<file path="src/rtl/mcx_pkg.sv">
// Shared MCX definitions: instruction word geometry, field offsets and field types.
package mcx_pkg;

  localparam int INST_W   = 4;
  localparam int ARG_W    = 11;
  localparam int WORD_W   = INST_W + 3 * ARG_W;
  localparam int INST_LSB = 3 * ARG_W;
  localparam int ARG1_LSB = 2 * ARG_W;
  localparam int ARG2_LSB = ARG_W;
  localparam int ARG3_LSB = 0;

  typedef logic signed [INST_W-1:0] opcode_t;
  typedef logic signed [ARG_W-1:0]  arg_t;

  typedef struct packed {
    opcode_t inst;
    arg_t    arg1;
    arg_t    arg2;
    arg_t    arg3;
  } mcx_word_t;

  function automatic mcx_word_t unpack_word(input logic [WORD_W-1:0] w);
    mcx_word_t r;
    r.inst = w[INST_LSB +: INST_W];
    r.arg1 = w[ARG1_LSB +: ARG_W];
    r.arg2 = w[ARG2_LSB +: ARG_W];
    r.arg3 = w[ARG3_LSB +: ARG_W];
    return r;
  endfunction

endpackage

</file>
<file path="src/rtl/mcx_fetch_if.sv">
// Fetch-unit bus: ROM read port, instruction handshake to MCX, and control-flow inputs.
interface mcx_fetch_if import mcx_pkg::*; #(
  parameter int ADDR_W = 8
) ();

  logic [ADDR_W-1:0] rom_addr;
  logic [WORD_W-1:0] rom_data;
  logic              out_valid;
  logic              out_ready;
  opcode_t           out_inst;
  arg_t              out_arg1;
  arg_t              out_arg2;
  arg_t              out_arg3;
  logic [ADDR_W-1:0] out_pc;
  logic              redirect;
  logic [ADDR_W-1:0] redirect_pc;
  logic              halt;

  modport master (
    output rom_addr, out_valid, out_inst, out_arg1, out_arg2, out_arg3, out_pc,
    input  rom_data, out_ready, redirect, redirect_pc, halt
  );

  modport slave (
    input  rom_addr, out_valid, out_inst, out_arg1, out_arg2, out_arg3, out_pc,
    output rom_data, out_ready, redirect, redirect_pc, halt
  );

endinterface

</file>
<file path="src/rtl/mcx_fetch_fifo.sv">
// Two-entry in-order buffer; head register is the output and keeps its value when emptied.
module mcx_fetch_fifo #(
  parameter int DATA_W = 8
) (
  input  logic              clk,
  input  logic              rst,
  input  logic              push,
  input  logic              pop,
  input  logic              flush,
  input  logic [DATA_W-1:0] din,
  output logic [DATA_W-1:0] dout,
  output logic [1:0]        count,
  output logic              full,
  output logic              empty
);

  logic [DATA_W-1:0] head;
  logic [DATA_W-1:0] tail;
  logic [1:0]        left;

  assign left  = count - {1'b0, pop};
  assign dout  = head;
  assign full  = (count == 2'd2);
  assign empty = (count == 2'd0);

  // Shift-register organisation: head is always the oldest entry, so no read pointer.
  always_ff @(posedge clk) begin
    if (!rst) begin
      count <= '0;
      head  <= '0;
      tail  <= '0;
    end else if (flush) begin
      count <= '0;
    end else begin
      if (pop && full)
        head <= tail;
      if (push) begin
        if (left == 2'd0)
          head <= din;
        else
          tail <= din;
      end
      count <= left + {1'b0, push};
    end
  end

endmodule

</file>
<file path="src/rtl/mcx_fetch.sv">
// MCX instruction fetch: issues ROM reads, buffers returned words, presents them in order.
module mcx_fetch import mcx_pkg::*; #(
  parameter int                ADDR_W   = 8,
  parameter logic [ADDR_W-1:0] RESET_PC = '0
) (
  input logic          clk,
  input logic          rst,
  mcx_fetch_if.master  bus
);

  // Encodings kept from the legacy state constants.
  localparam logic [1:0] ST_RESET  = 2'd0;
  localparam logic [1:0] ST_RUN    = 2'd1;
  localparam logic [1:0] ST_HALTED = 2'd2;

  typedef enum logic [1:0] {
    RESET  = ST_RESET,
    RUN    = ST_RUN,
    HALTED = ST_HALTED
  } state_t;

  state_t                   state;
  logic [ADDR_W-1:0]        pc;
  logic [ADDR_W-1:0]        inflight_pc;
  logic                     inflight;
  logic                     issue;
  logic                     push;
  logic                     pop;
  logic                     room;
  logic [1:0]               count;
  logic                     full;
  logic                     empty;
  logic [2:0]               occupancy;
  logic [ADDR_W+WORD_W-1:0] fifo_out;
  mcx_word_t                head_word;

  assign pop       = !empty && bus.out_ready;
  assign push      = inflight && !bus.redirect;
  assign occupancy = {1'b0, count} + {2'b00, inflight};
  // A pop always frees a slot; otherwise buffered plus in-flight must leave one free.
  assign room      = pop || (!full && (occupancy < 3'd2));
  assign issue     = (state == RUN) && !bus.halt && !bus.redirect && room;

  always_ff @(posedge clk) begin
    if (!rst) begin
      state <= RESET;
    end else begin
      case (state)
        RESET:   state <= RUN;
        RUN:     if (bus.halt) state <= HALTED;
        HALTED:  if (!bus.halt) state <= RUN;
        default: state <= RESET;
      endcase
    end
  end

  always_ff @(posedge clk) begin
    if (!rst) begin
      pc          <= RESET_PC;
      inflight    <= 1'b0;
      inflight_pc <= RESET_PC;
    end else begin
      inflight <= issue;
      if (issue)
        inflight_pc <= pc;
      if (bus.redirect)
        pc <= bus.redirect_pc;
      else if (issue)
        pc <= pc + 1'b1;
    end
  end

  mcx_fetch_fifo #(
    .DATA_W (ADDR_W + WORD_W)
  ) u_fifo (
    .clk   (clk),
    .rst   (rst),
    .push  (push),
    .pop   (pop),
    .flush (bus.redirect),
    .din   ({inflight_pc, bus.rom_data}),
    .dout  (fifo_out),
    .count (count),
    .full  (full),
    .empty (empty)
  );

  assign head_word     = unpack_word(fifo_out[WORD_W-1:0]);
  assign bus.rom_addr  = pc;
  assign bus.out_valid = !empty;
  assign bus.out_pc    = fifo_out[ADDR_W+WORD_W-1 -: ADDR_W];
  assign bus.out_inst  = head_word.inst;
  assign bus.out_arg1  = head_word.arg1;
  assign bus.out_arg2  = head_word.arg2;
  assign bus.out_arg3  = head_word.arg3;

endmodule

</file>
<file path="src/flat_wrapper.sv">
// flat-port wrapper written by rule: the top's interface ports become plain ports
module mcx_fetch_flat import mcx_pkg::*;
#(
  parameter int                ADDR_W   = 8,
  parameter logic [ADDR_W-1:0] RESET_PC = '0
)
  (clk, rst, bus_rom_addr, bus_out_valid, bus_out_inst, bus_out_arg1, bus_out_arg2, bus_out_arg3, bus_out_pc, bus_rom_data, bus_out_ready, bus_redirect, bus_redirect_pc, bus_halt);
  mcx_fetch_if #(.ADDR_W(ADDR_W)) bus_i ();
  input logic clk;
  input logic rst;
  output wire logic [$bits(bus_i.rom_addr)-1:0] bus_rom_addr;
  output wire logic [$bits(bus_i.out_valid)-1:0] bus_out_valid;
  output wire logic [$bits(bus_i.out_inst)-1:0] bus_out_inst;
  output wire logic [$bits(bus_i.out_arg1)-1:0] bus_out_arg1;
  output wire logic [$bits(bus_i.out_arg2)-1:0] bus_out_arg2;
  output wire logic [$bits(bus_i.out_arg3)-1:0] bus_out_arg3;
  output wire logic [$bits(bus_i.out_pc)-1:0] bus_out_pc;
  input wire logic [$bits(bus_i.rom_data)-1:0] bus_rom_data;
  input wire logic [$bits(bus_i.out_ready)-1:0] bus_out_ready;
  input wire logic [$bits(bus_i.redirect)-1:0] bus_redirect;
  input wire logic [$bits(bus_i.redirect_pc)-1:0] bus_redirect_pc;
  input wire logic [$bits(bus_i.halt)-1:0] bus_halt;
  assign bus_rom_addr = bus_i.rom_addr;
  assign bus_out_valid = bus_i.out_valid;
  assign bus_out_inst = bus_i.out_inst;
  assign bus_out_arg1 = bus_i.out_arg1;
  assign bus_out_arg2 = bus_i.out_arg2;
  assign bus_out_arg3 = bus_i.out_arg3;
  assign bus_out_pc = bus_i.out_pc;
  assign bus_i.rom_data = bus_rom_data;
  assign bus_i.out_ready = bus_out_ready;
  assign bus_i.redirect = bus_redirect;
  assign bus_i.redirect_pc = bus_redirect_pc;
  assign bus_i.halt = bus_halt;
  mcx_fetch #(.ADDR_W(ADDR_W), .RESET_PC(RESET_PC)) u_core (.clk(clk), .rst(rst), .bus(bus_i));
endmodule
</file>
<file path="config.mk">
export PLATFORM = sky130hd
export DESIGN_NAME = mcx_fetch_flat
export DESIGN_NICKNAME = d
export VERILOG_FILES = /design/src/rtl/mcx_pkg.sv /design/src/rtl/mcx_fetch_if.sv /design/src/rtl/mcx_fetch_fifo.sv /design/src/rtl/mcx_fetch.sv /design/src/flat_wrapper.sv
export SDC_FILE = /design/constraint.sdc
export NUM_CORES = 1
export LEC_CHECK = 0
export BUFFER_PORTS_ARGS = -buffer_cell sky130_fd_sc_hd__buf_4
export CAP_MARGIN = 10
export CORE_MARGIN = 3
export CORE_UTILIZATION = 40
export DETAILED_ROUTE_END_ITERATION = 16
export GPL_TIMING_DRIVEN = 0
export PLACE_DENSITY_LB_ADDON = 0.25
export SYNTH_ARGS = -nofsm -noshare
export SYNTH_HDL_FRONTEND = slang
export SYNTH_SLANG_ARGS = --single-unit
</file>
<file path="constraint.sdc">
create_clock -name clk -period 1.5 [get_ports clk]
set_input_delay 0.225 -clock clk [delete_from_list [all_inputs] [get_ports clk]]
set_output_delay 0.225 -clock clk [all_outputs]
set_load 0.005 [all_outputs]
</file>
==> out/results.ini <==
[outcome]
outcome=finished with violations
violations=setup timing

[place]
portBuffers=103
place.gp.congestion=0.8075
place_inst=750
dp_hpwl_um=8352

[critical_path]
worstSetupStartpointType=flip-flop
cp_data_arrival_time_ns=1.81
worstPathRequired_ns=1.75
r2r_slack_ns=-0.06
rr_startpoint=u_core.inflight
rr_endpoint=u_core.u_fifo.dout[40]
cp-end-kind=flip-flop
crit_type=reg2reg
reg2reg_depth=6
critPathMaxFanout=8

[detailed_routing]
ant_nets=0
wl_per_cell_um=15.79
num_vias=4105
initialDrtViolationCount=232
met2WireLength_um=5937
wl_met1_um=5462
vias_per_cell=5.270
drcViolationCount=0
routed_wl_um=12300
dr_wl_met3_um=634
dr.pass1.iters=4
highest_layer=met4

[worst_hold_path]
hold_end=u_core.u_fifo.tail[7]
whs_path_depth=3
hold_start=bus_rom_data[7]
hold_path_class=in2reg

[synthesis]
ys_seq_area_share_pct=51.67
synth-async-reset-ratio_pct=0
yosysWarnings=0
synth_cell_types=39
synthFlopType=dfxtp_1
yosysMostFrequentCell=nand2_1
synth_area_leaders=dfxtp_1 (52%), nand2_1 (9.9%), a21oi_1 (5.6%), o22ai_1 (5.5%), nor3_1 (4.0%)
synth_edf_count=0
ys_top_cells_by_count=nand2_1 (113), dfxtp_1 (111), a21oi_1 (48)
netlist.area_leader.share_pct=51.67
synth-seq-cells=111
synth_area_mm2=0.004300
postSynthCellCount=511
syn-num-nets=563
yosysTopAreaCell=dfxtp_1
syn_avg_cell_area_um2=8.416

[floorplan]
initial_utilization_pct=41.47
rows=37
die_y_um=109.7
die_w_um=109.7
core_area_mm2=0.01037
dieArea_mm2=0.01203
ios=104

[clock_tree]
cts_buffer_depth=2
cts_tree=yes
cts_hold_buf=0
htree_num_levels=3
cts.sinks=111
root_buffer=clkbuf_8
clk_pin_slew_ns=0.11
cts_buffers=9
clk_latency_ns=0.38

[sta]
worstMarginPinSlew_ns=0.8212
fmax_mhz=639.6
skew_ns=0.01037
layout_setup_ws_ns=-0.06351
rsz0062_at_grt=true
slew_viol_final=0
finalCritPeriodShare_pct=104.2
whs_ns=0.09082
finalSetupViolCount=35
period_needed_ns=1.564
setup-tns-final_ns=-0.6506
slew_headroom_pct=45.25
hold_viol=0

[cells_and_area]
antennaDiodeCount=0
drive_gt1_share_pct=32.19
nNetsFinal=690
stdcell_count=779
fill_cells=940
syn_to_final_growth_pct=37.39

[power]
pwr_density_cell_mw_per_mm2=901.8
vdd_drop_max_uv=484.4
clock_power_share_pct=34.8
seq_power_share_pct=57.0
total_leakage_power_nw=2.352
p_switching_mw=1.318
p_int_mw=4.010
pwr-share-comb_pct=8.2
swShare_pct=24.73

[global_route]
grt_overflow_total=0
grt_max_degree=20
grt_pass1_vias=3766
grtUsageTotal_pct=19.41
grt_first_pass_wirelength_um=18190
antenna_found_initial=0

[flow_run]
max_cap_violations=0

## cells in the final DEF (no fill, tap or decap), drive strengths merged, types with 9 or more instances in the layout
cell type / count
dfxtp: 111
buf: 135
nor2: 45
clkbuf: 27
nand2: 113
inv: 9
o22ai: 38
a31oi: 11
nor3: 34
a21oi: 49
o21ai: 16
## worst max path at each step
| stage | from | to | slack, ns | depth (start not counted) |
|---|---|---|---|---|
| 2_1_floorplan | u_core.u_fifo.count[1] | u_core.u_fifo.count[0] | 0.07 | 5 |
| 3_3_place_gp | u_core.u_fifo.count[0] | u_core.u_fifo.dout[43] | -0.28 | 5 |
| 3_5_place_dp | u_core.u_fifo.count[0] | u_core.u_fifo.dout[43] | -0.32 | 5 |
| 4_1_cts | u_core.u_fifo.count[1] | u_core.u_fifo.count[0] | -0.07 | 5 |
| 5_1_grt | u_core.inflight | u_core.u_fifo.dout[5] | -0.15 | 4 |
| 6_report | u_core.inflight | u_core.u_fifo.dout[40] | -0.06 | 6 |
## worst max-delay path: stages, from the launching register on
cell and delay (ns):
dfxtp_2 0.37, nand2b_1 0.13, or3_4 0.42, buf_12 0.16, buf_12 0.14, o22ai_1 0.14
nor3_1 0.08
## power groups by stage
stage          Sequential (mW)  Combinational [mW]  Clock [mW]
2_1_floorplan             3.09               0.155           0
3_3_place_gp              3.10               0.378           0
3_5_place_dp              3.11               0.386           0
4_1_cts                   3.04               0.394        1.88
5_1_grt                   3.04               0.474        2.00
6_report                  3.04               0.437        1.85
## layout make-up
class | count | area (um2) | area share (%)
tap | 136 | 170.2 | 2.880
timing repair buffer | 117 | 920.9 | 15.59
inverter | 5 | 18.77 | 0.3177
clock buffer | 9 | 123.9 | 2.097
sequential | 111 | 2242 | 37.95
buffer | 36 | 271.5 | 4.596
multi-input combinational | 358 | 2082 | 35.24
clock inverter | 7 | 78.83 | 1.334
## logic make-up (layout without fill, tap and decap cells)
| family | Yosys count | in the layout | share of synthesized area, % |
|---|---|---|---|
| AO/OA/AOI/OAI | 129 | 129 | 17.66 |
| XOR/XNOR | 5 | 5 | 1.018 |
| adder cells (fa/ha/maj) | 3 | 3 | 0.8146 |
| buffers and inverters | 42 | 174 | 5.412 |
| flip-flops | 111 | 111 | 51.67 |
| multiplexers | 8 | 8 | 1.862 |
| AND/OR/NAND/NOR | 213 | 213 | 21.56 |
## flip-flops by register name, summed over array words and instances (netlist names)
register and cells:
u_core.inflight_pc 8, u_core.u_fifo.count 2, u_core.bus.rom_addr 8, u_core.state 2
u_core.u_fifo.tail 45, u_core.u_fifo.dout 45, u_core.inflight 1
## repair_timing
action                                  in CTS  in global routing
pin swaps                                    0                 12
gates cloned                                 0                  3
endpoints found under the setup margin      98                100
setup buffers                                2                  9
resized for setup                           13                 74
## metrics by stage
step	setup slack, ns	power, mW	utilization [%]	area (um2)
after floorplan	0.07391	3.250	-	4305
after global placement	-0.2823	3.481	50.62	5249
after detailed placement	-0.3244	3.491	50.62	5249
after CTS	-0.06858	5.310	53.03	5499
after global routing	-0.1465	5.523	56.97	5908
final	-0.06351	5.328	56.97	5908
## per-layer routing
layer | global-route usage [%] | vias up
li1 | - | 2027
met1 | 25.25 | 1946
met2 | 32.04 | 111
met3 | 3.171 | 21
met4 | 7.925 | 0
met5 | 0 | -
No activity file was read; power rests on OpenSTA's default activity.
